## config.mk

```make
export PLATFORM = sky130hd
export DESIGN_NAME = hazard_scoreboard
export DESIGN_NICKNAME = d
export VERILOG_FILES = /design/src/rtl/hazard_scoreboard.sv
export SDC_FILE = /design/constraint.sdc
export NUM_CORES = 1
export LEC_CHECK = 0
export ABC_AREA = 1
export BUFFER_PORTS_ARGS = -buffer_cell sky130_fd_sc_hd__buf_2
export CORE_MARGIN = 1
export CORE_UTILIZATION = 54
export DETAILED_ROUTE_END_ITERATION = 8
export MAX_ROUTING_LAYER = met4
export PLACE_DENSITY = 0.84
export SYNTH_ARGS = -nofsm -noshare
export SYNTH_HDL_FRONTEND = slang
export SYNTH_SLANG_ARGS = --single-unit
```

## constraint.sdc

```tcl
create_clock -name clk -period 3.4 [get_ports clk]
set_clock_uncertainty 0.15 [all_clocks]
set_input_delay 0.17 -clock clk [delete_from_list [all_inputs] [get_ports clk]]
set_output_delay 0.17 -clock clk [all_outputs]
set_load 0.1 [all_outputs]
```

## src/rtl/hazard_scoreboard.sv

```systemverilog
// Pipeline hazard unit: EXE/ID forwarding selects, load-use and mul/div stalls,
// branch/jump flush control, a fixed-latency mul/div occupancy FSM and a stall counter.
module hazard_scoreboard #(
  parameter int AW     = 5,
  parameter int MD_LAT = 4,
  parameter int SCW    = 16
) (
  input  logic          clk,
  input  logic          rst,
  input  logic [AW-1:0] rs_ID,
  input  logic [AW-1:0] rt_ID,
  input  logic          use_rt_ID,
  input  logic          jump_ID,
  input  logic          md_start_ID,
  input  logic [AW-1:0] md_dst_ID,
  input  logic [AW-1:0] rs_EXE,
  input  logic [AW-1:0] rt_EXE,
  input  logic          load_EXE,
  input  logic [AW-1:0] num_write_EXE,
  input  logic          branch_taken_EXE,
  input  logic          reg_write_MEM,
  input  logic          reg_write_WB,
  input  logic [AW-1:0] num_write_MEM,
  input  logic [AW-1:0] num_write_WB,
  output logic [1:0]    s_a_FWD_EXE,
  output logic [1:0]    s_b_FWD_EXE,
  output logic          s_a_FWD_ID,
  output logic          s_b_FWD_ID,
  output logic          nWrite_PC,
  output logic          nWrite_IF_ID,
  output logic          flush_IF_ID,
  output logic          flush_ID_EXE,
  output logic          md_busy,
  output logic          md_done,
  output logic [AW-1:0] md_dst,
  output logic [SCW-1:0] stall_cnt
);

  typedef enum logic [1:0] {
    IDLE = 2'd0,
    BUSY = 2'd1,
    DONE = 2'd2
  } md_state_t;

  localparam logic [3:0] MD_LOAD = 4'(MD_LAT - 2);

  md_state_t  state;
  logic [3:0] cnt;

  logic mem_hit_a, mem_hit_b, wb_hit_a, wb_hit_b;
  logic load_stall, md_stall, stall, start_ok;

  always_comb begin
    mem_hit_a = reg_write_MEM && (num_write_MEM != '0) && (num_write_MEM == rs_EXE);
    mem_hit_b = reg_write_MEM && (num_write_MEM != '0) && (num_write_MEM == rt_EXE);
    wb_hit_a  = reg_write_WB  && (num_write_WB  != '0) && (num_write_WB  == rs_EXE);
    wb_hit_b  = reg_write_WB  && (num_write_WB  != '0) && (num_write_WB  == rt_EXE);
    s_a_FWD_EXE = mem_hit_a ? 2'd1 : (wb_hit_a ? 2'd2 : 2'd0);
    s_b_FWD_EXE = mem_hit_b ? 2'd1 : (wb_hit_b ? 2'd2 : 2'd0);
    s_a_FWD_ID  = reg_write_WB && (num_write_WB != '0) && (num_write_WB == rs_ID);
    s_b_FWD_ID  = reg_write_WB && (num_write_WB != '0) && (num_write_WB == rt_ID);
  end

  always_comb begin
    load_stall = load_EXE && (num_write_EXE != '0) &&
                 ((num_write_EXE == rs_ID) || (use_rt_ID && (num_write_EXE == rt_ID)));
    // DONE still stalls readers: the result lands in the register file this cycle
    md_stall   = ((state != IDLE) && (md_dst != '0) &&
                  ((md_dst == rs_ID) || (use_rt_ID && (md_dst == rt_ID)))) ||
                 (md_start_ID && (state == BUSY));
    stall      = load_stall || md_stall;
    start_ok   = md_start_ID && !stall && !branch_taken_EXE && (state != BUSY);

    nWrite_PC    = stall && !branch_taken_EXE;
    nWrite_IF_ID = stall && !branch_taken_EXE;
    flush_ID_EXE = stall || branch_taken_EXE;
    flush_IF_ID  = branch_taken_EXE || (jump_ID && !stall);
    md_busy      = (state != IDLE) && !rst;
    md_done      = (state == DONE) && !rst;
  end

  always_ff @(posedge clk) begin
    if (rst) begin
      state     <= IDLE;
      cnt       <= '0;
      md_dst    <= '0;
      stall_cnt <= '0;
    end else begin
      if (nWrite_PC && (stall_cnt != '1))
        stall_cnt <= stall_cnt + 1'b1;
      unique case (state)
        IDLE, DONE: begin
          if (start_ok) begin
            state  <= BUSY;
            cnt    <= MD_LOAD;
            md_dst <= md_dst_ID;
          end else begin
            state  <= IDLE;
          end
        end
        BUSY: begin
          if (cnt == 4'd0) state <= DONE;
          else             cnt   <= cnt - 4'd1;
        end
        default: state <= IDLE;
      endcase
    end
  end

endmodule

```

==> results by group, run 1 <==
Die
  – Die outline area: 0.00456 mm^2
  – Effective utilization at floorplan: 57.1%
  – Area of the placeable core: 0.00406 mm^2
  – Row Count: 23
  – Chip width: 67.5 um
  – Ports placed on the boundary: 82
  – Height of the die: 67.5 um

Setup path
  – Terminus of the critical flop-to-flop path: md_dst[1]
  – Worst R2R Path Depth: 9
  – Capture point of the worst path: nWrite_PC
  – Critical Path Source: state[0]
  – Slack of the worst reg-to-reg path: 1420 ps
  – CP required: 3080 ps
  – Crit start category: flop
  – Worst-path maximum fanout: 16
  – Arr. time, crit path: 2120 ps
  – Critical setup path kind: reg2out
  – Worst reg2reg path startpoint: state[0]
  – Critical path capture point type: output port

Clock network
  – Number of CTS-inserted buffers: 3
  – Cell chosen for the clock root: clkbuf_8
  – H-tree levels: 1
  – Clock transition time at the flip-flop clock pins of the worst setup and hold paths: 90 ps
  – Longest Clk Path Bufs: 2
  – Total setup buffers inserted after CTS: 0
  – Number of sinks driven by the clock tree: 27
  – Later-pin clock latency in the skew report: 280 ps
  – Clock tree from TritonCTS: yes

Synth
  – Portion of the post-synthesis area used by sequential elements: 23.3%
  – Syn nets: 405
  – Post-synthesis sequential element count: 27
  – Distinct cells, synth: 32
  – Gate count of the mapped netlist: 354
  – Netlist area before placement: 0.00232 mm^2
  – Yosys warns: 0
  – Avg Synthesized Cell Area: 6.55 um^2

Cells and area
  – Layout cells sized above 1: 25.4%
  – Antenna Cells: 0
  – Final design utilization: 68.9%
  – Signed area change from the synthesized netlist to the final layout: 20.7%
  – Net count reported at finish: 481
  – Total non-filler cell area in the finished layout: 0.00280 mm^2

Run
  – Max-capacitance violation count: 0

Drt
  – Routed Antenna Nets: 0
  – DRC violations left: 0
  – Pre-Repair DR Iteration Count: 4
  – Wire per inst: 12.0 um
  – Final Routed Wirelength: 5730 um
  – DR vias: 2,464
  – Number of DRC markers after the initial detailed-route iteration: 94
  – Post-DR vias/cell: 5.14

Min path
  – Hold path depth: 2
  – Worst min-delay path class: in2reg

Power
  – LEAKAGE: 0.00136 uW
  – Peak supply drop: 0.221 mV
  – Power density relative to cell area: 295 mW/mm^2

GRT
  – Aggregate global-route resource usage: 27.3%
  – Final global-route overflow total: 0
  – Global-route wire length before repair: 9290 um
  – Largest net degree at the start of global routing: 21
  – Initial antenna violation count: 0
  – Via count of the first global-routing pass: 2,179

Timing
  – Smallest hold slack: 163 ps
  – Final Cycle Share: 71.8%
  – Final critical delay including setup and external delays: 2440 ps
  – RSZ-0062 raised after global routing: no
  – Post-layout worst setup margin: 958 ps
  – Max-slew violation count: 0
  – Final setup fails: 0
  – Fmax: 0.410 GHz
  – Relative max-transition margin: 62.4%
  – Number of hold-slack violations in the final timing report: 0
  – Transition time at the pin with the least slew margin: 560 ps

Status
  – Status: completed

Placed design
  – Post-Place Cell Area: 0.00270 mm^2
  – Dpl ws: 1280 ps
  – RD Place Congestion: 0.918
  – Final HPWL from detailed placement: 4410 um
  – Port-buffer cells: 81
worst min-delay path by stage:
stage | end | from | slack [ps]
after floorplan | md_dst[0] | md_dst_ID[0] | 170
after global placement | md_dst[3] | md_dst_ID[3] | 260
after detailed placement | md_dst[3] | md_dst_ID[3] | 260
after CTS | stall_cnt[11] | rst | 160
after global routing | stall_cnt[2] | rst | 180
final | stall_cnt[2] | rst | 160
through the flow:
step | instances | power (uW) | TNS, ps
3_5_place_dp | 470 | 640 | 0
5_1_grt | 479 | 874 | 0
2_1_floorplan | 354 | 568 | -775
3_3_place_gp | 470 | 634 | 0
4_1_cts | 479 | 828 | 0
6_report | 479 | 826 | 0
cell usage after synthesis:
library cell,instances,area [um^2]
buf_2,1,5.00
a31oi_1,1,6.26
o21ai_0,6,30.0
inv_2,7,26.3
xor2_1,28,245
nand4_1,20,125
nand2_1,68,255
or2_2,1,6.26
nand3_4,1,17.5
clkbuf_1,7,26.3
a21oi_1,13,65.1
nor2_1,47,176
buf_1,1,3.75
nor3_2,1,10.0
or4_1,1,7.51
ha_1,2,25.0
a21oi_2,7,61.3
nand2_2,2,12.5
nor4_1,5,31.3
o21ai_1,5,25.0
clkinv_1,4,15.0
dfxtp_1,27,541
nand2_4,1,11.3
nor3_1,11,55.1
buf_4,4,30.0
inv_1,35,131
buf_6,2,22.5
nand4_4,1,21.3
a21oi_4,1,16.3
nand3_1,20,100
xnor2_1,23,201
nand4_2,1,12.5
critical path: stages, from the launching register on:
cell and delay, ps:
dfxtp_1 420, inv_1 80, nor2_1 120, inv_1 100, nor2_1 230, a21oi_4 80
nand2_4 170, nand2_1 70, inv_1 120, buf_2 440
metal layers:
metal  share of wire (%)  track usage (%)  wire, um  vias to the layer above
li1                    -                -         -                     1284
met5                   0                -         0                        -
met1                  46             32.5      2640                     1080
met2                  46             46.3      2610                       89
met3                 6.5             2.87       374                       11
met4                 1.7             11.2       100                        0
timing repair:
action / 4_1_cts / 5_1_grt
hold buffers: 5 / 0
hold endpoints to repair: 5 / 0
gates resized for setup: 0 / 0
sequential cells by signal (all words and copies together) (netlist names):
register   flops
md_dst         5
stall_cnt     16
cnt            4
state          2
report_power, final:
group,total (uW),switching [uW],internal (uW)
Clock,187,105,82.4
Sequential,341,12.2,328
Combinational,299,206,92.3
Total,826,323,503
layout make-up:
class | count | area (um^2)
clock buffer | 3 | 41.3
clock inverter | 1 | 5.00
fill | 367 | 1260
inverter | 46 | 173
multi-input combinational | 266 | 1520
sequential | 27 | 541
tap | 50 | 62.6
timing repair buffer | 86 | 455
cell families (layout without fill, tap and decap cells):
family,count (synthesis),after routing,share of synthesized area [%]
simple gates,180,180,36.3
buf+inv,61,136,11.2
xor+xnor,51,51,19.3
compound gates,33,33,8.80
flops,27,27,23.3
fa+ha+maj,2,2,1.08
cell usage in the layout, fill, tap and decap left out, types with 6 or more instances in the layout:
cell	instances
buf_2	81
nand2_1	68
nor2_1	46
inv_1	35
xor2_1	28
dfxtp_1	27
xnor2_1	23
nand3_1	20
nand4_1	20
a21oi_1	13
nor3_1	11
inv_2	7
a21oi_2	7
o21ai_0	6
Note: power is estimated with default switching activity, not from simulation.
==> run 2: changes to the inputs <==
CORE_UTILIZATION = 46   (was 54)
PLACE_DENSITY = 0.76   (was 0.84)
clock period = 2.2 ns   (was 3.4 ns; I/O delays follow)
==> results by group, run 2 (same netlist as run 1, synthesis figures left out) <==
Cells and area
  – Number of filler instances in the final layout: 444 (+21%)
  – Top library cells by usage in the layout, fill and taps aside: buf_2, nand2_1, nor2_1, inv_1, xor2_1
  – Most common cell after layout, fill and taps aside: buf_2
  – Biggest regs: stall_cnt (16), md_dst (5), cnt (4)
  – Register with the highest flop count: stall_cnt
  – Area of combinational cells with multiple inputs: 0.00160 mm^2 (+4.9%)
  – Total non-filler cell area in the finished layout: 0.00301 mm^2 (+7.7%)
  – Sequential cell area: 578 um^2 (+6.9%)
  – Antenna Cells: 0 (unchanged)
  – Signed area change from the synthesized netlist to the final layout: 30.0%
  – Net count reported at finish: 485 (+0.83%)
  – Number of flip-flops in the largest register: 16 (unchanged)
  – Layout cells sized above 1: 33.0% (+7.6 points)

Drt
  – DRC violations left: 0 (unchanged)
  – Number of DRC markers after the initial detailed-route iteration: 136 (+45%)
  – Routed Antenna Nets: 0 (unchanged)
  – Pre-Repair DR Iteration Count: 4 (unchanged)
  – Wire per inst: 12.4 um (+3.4%)
  – Final Routed Wirelength: 6180 um (+7.9%)
  – Post-DR vias/cell: 5.12 (-0.47%)
  – DR vias: 2,560 (+3.9%)

Status
  – Status: completed

Timing
  – Transition time at the pin with the least slew margin: 494 ps (-66.0 ps)
  – Fmax: 0.478 GHz
  – Number of hold-slack violations in the final timing report: 0 (unchanged)
  – Final Cycle Share: 95.1%
  – Final critical delay including setup and external delays: 2090 ps
  – Max-slew violation count: 0 (unchanged)
  – Final setup fails: 0 (unchanged)
  – Smallest hold slack: 121 ps (-42.2 ps)
  – Relative max-transition margin: 67.3% (+4.9 points)

Clock network
  – Number of sinks driven by the clock tree: 27 (unchanged)
  – Number of CTS-inserted buffers: 3 (unchanged)
  – H-tree levels: 1 (unchanged)
  – Clock transition time at the flip-flop clock pins of the worst setup and hold paths: 100 ps (about the same)
  – Cell chosen for the clock root: clkbuf_8
  – Later-pin clock latency in the skew report: 270 ps (about the same)
  – Longest Clk Path Bufs: 2 (unchanged)
  – Clock tree from TritonCTS: yes

Setup path
  – Standard cell with the maximum stage delay on the critical path: dfxtp_4
  – Arr. time, crit path: 1830 ps (-290 ps)
  – Crit start category: flop
  – Delay contributed by the slowest stage of the critical path: 370 ps (-70 ps)
  – Worst-path maximum fanout: 9 (-7)
  – Critical path capture point type: output port
  – CP required: 1940 ps (-1140 ps)
  – Critical setup path kind: reg2out
  – Crit path cell chain: nand2_1 -> clkinv_1 -> nor2_1 -> nor2_1 -> nand3_1 -> nand2_1 -> nand2_4 -> nand2_8 -> nand2_4 -> clkinvlp_4 -> nor2_4 -> buf_12

Power
  – LEAKAGE: 0.00143 uW (+4.8%)
  – Peak supply drop: 0.508 mV (+130%)
  – Power density relative to cell area: 435 mW/mm^2 (+47%)

Die
  – Chip width: 73.0 um (+8.1%)
  – Row Count: 25 (+8.7%)
  – Die outline area: 0.00533 mm^2 (+17%)
  – Height of the die: 73.0 um (+8.1%)
  – Area of the placeable core: 0.00479 mm^2 (+18%)
  – Effective utilization at floorplan: 48.4% (-8.7 points)
  – Ports placed on the boundary: 82 (unchanged)

Placed design
  – Post-Place Cell Area: 0.00287 mm^2 (+6.3%)
  – Final HPWL from detailed placement: 4780 um (+8.4%)
  – Port-buffer cells: 81 (unchanged)
  – RD Place Congestion: 0.908 (-1.1%)

GRT
  – Largest net degree at the start of global routing: 21 (unchanged)
  – Via count of the first global-routing pass: 2,331 (+7.0%)
  – Aggregate global-route resource usage: 24.3% (-3.0 points)
  – Final global-route overflow total: 0 (unchanged)
  – Global-route wire length before repair: 10,100 um (+9.1%)
  – Initial antenna violation count: 0 (unchanged)

Min path
  – Worst min-delay path class: in2reg

Run
  – Max-capacitance violation count: 0 (unchanged)
## run 2: stage by stage
stage               total power (uW)  TNS (ps)  std cells  setup WS, ps  utilization, %
global placement                1010         0        488           349            60.0
CTS                             1310         0        497        0.0959            62.0
detailed placement              1020         0        488           292            60.0
floorplan                        894      -397        354          -358               -
finish                          1310         0        500           109            63.0
global route                    1380     -17.3        500         -17.3            63.0
## run 2: power breakdown
| group | total, uW | switching, uW | internal (uW) | leakage, uW |
|---|---|---|---|---|
| Clock | 282 | 155 | 127 | 0.0000255 |
| Combinational | 502 | 336 | 166 | 0.00117 |
| Sequential | 527 | 20.1 | 507 | 0.000230 |
| Total | 1310 | 511 | 800 | 0.00143 |
## run 2: what timing repair did
action                     4_1_cts  5_1_grt
buffers inserted                 0        3
setup endpoints to repair        0        3
hold endpoints to repair         5        0
hold buffers                     5        0
resized for setup                0        6
## run 2: final timing paths
kind,slack [ps],cells past startpoint,to,startpoint
hold / removal,120,2,stall_cnt[13],rst
hold reg to reg,340,2,stall_cnt[8],stall_cnt[8]
setup / recovery,110,12,flush_IF_ID,md_dst[2]
setup reg to reg,210,10,md_dst[1],state[0]
## run 2: cell type report
cell class / count / share of cell area [%]
sequential: 27 / 19.2
multi-input combinational: 266 / 52.9
tap: 67 / 2.78
timing repair buffer: 90 / 17.7
inverter: 46 / 5.86
clock buffer: 3 / 1.37
clock inverter: 1 / 0.166
## run 2: metal layers
| layer | track usage, % | wire length (um) |
|---|---|---|
| met1 | 30.2 | 2750 |
| met5 | - | 0 |
| met4 | 7.41 | 67 |
| met3 | 2.62 | 389 |
| met2 | 41.2 | 2980 |
## run 2: worst max-delay path, delay by kind of cell (launching register included)
| kind | cells | cell delay, ps |
|---|---|---|
| buf+inv | 3 | 390 |
| simple gates | 9 | 810 |
| flops | 1 | 370 |
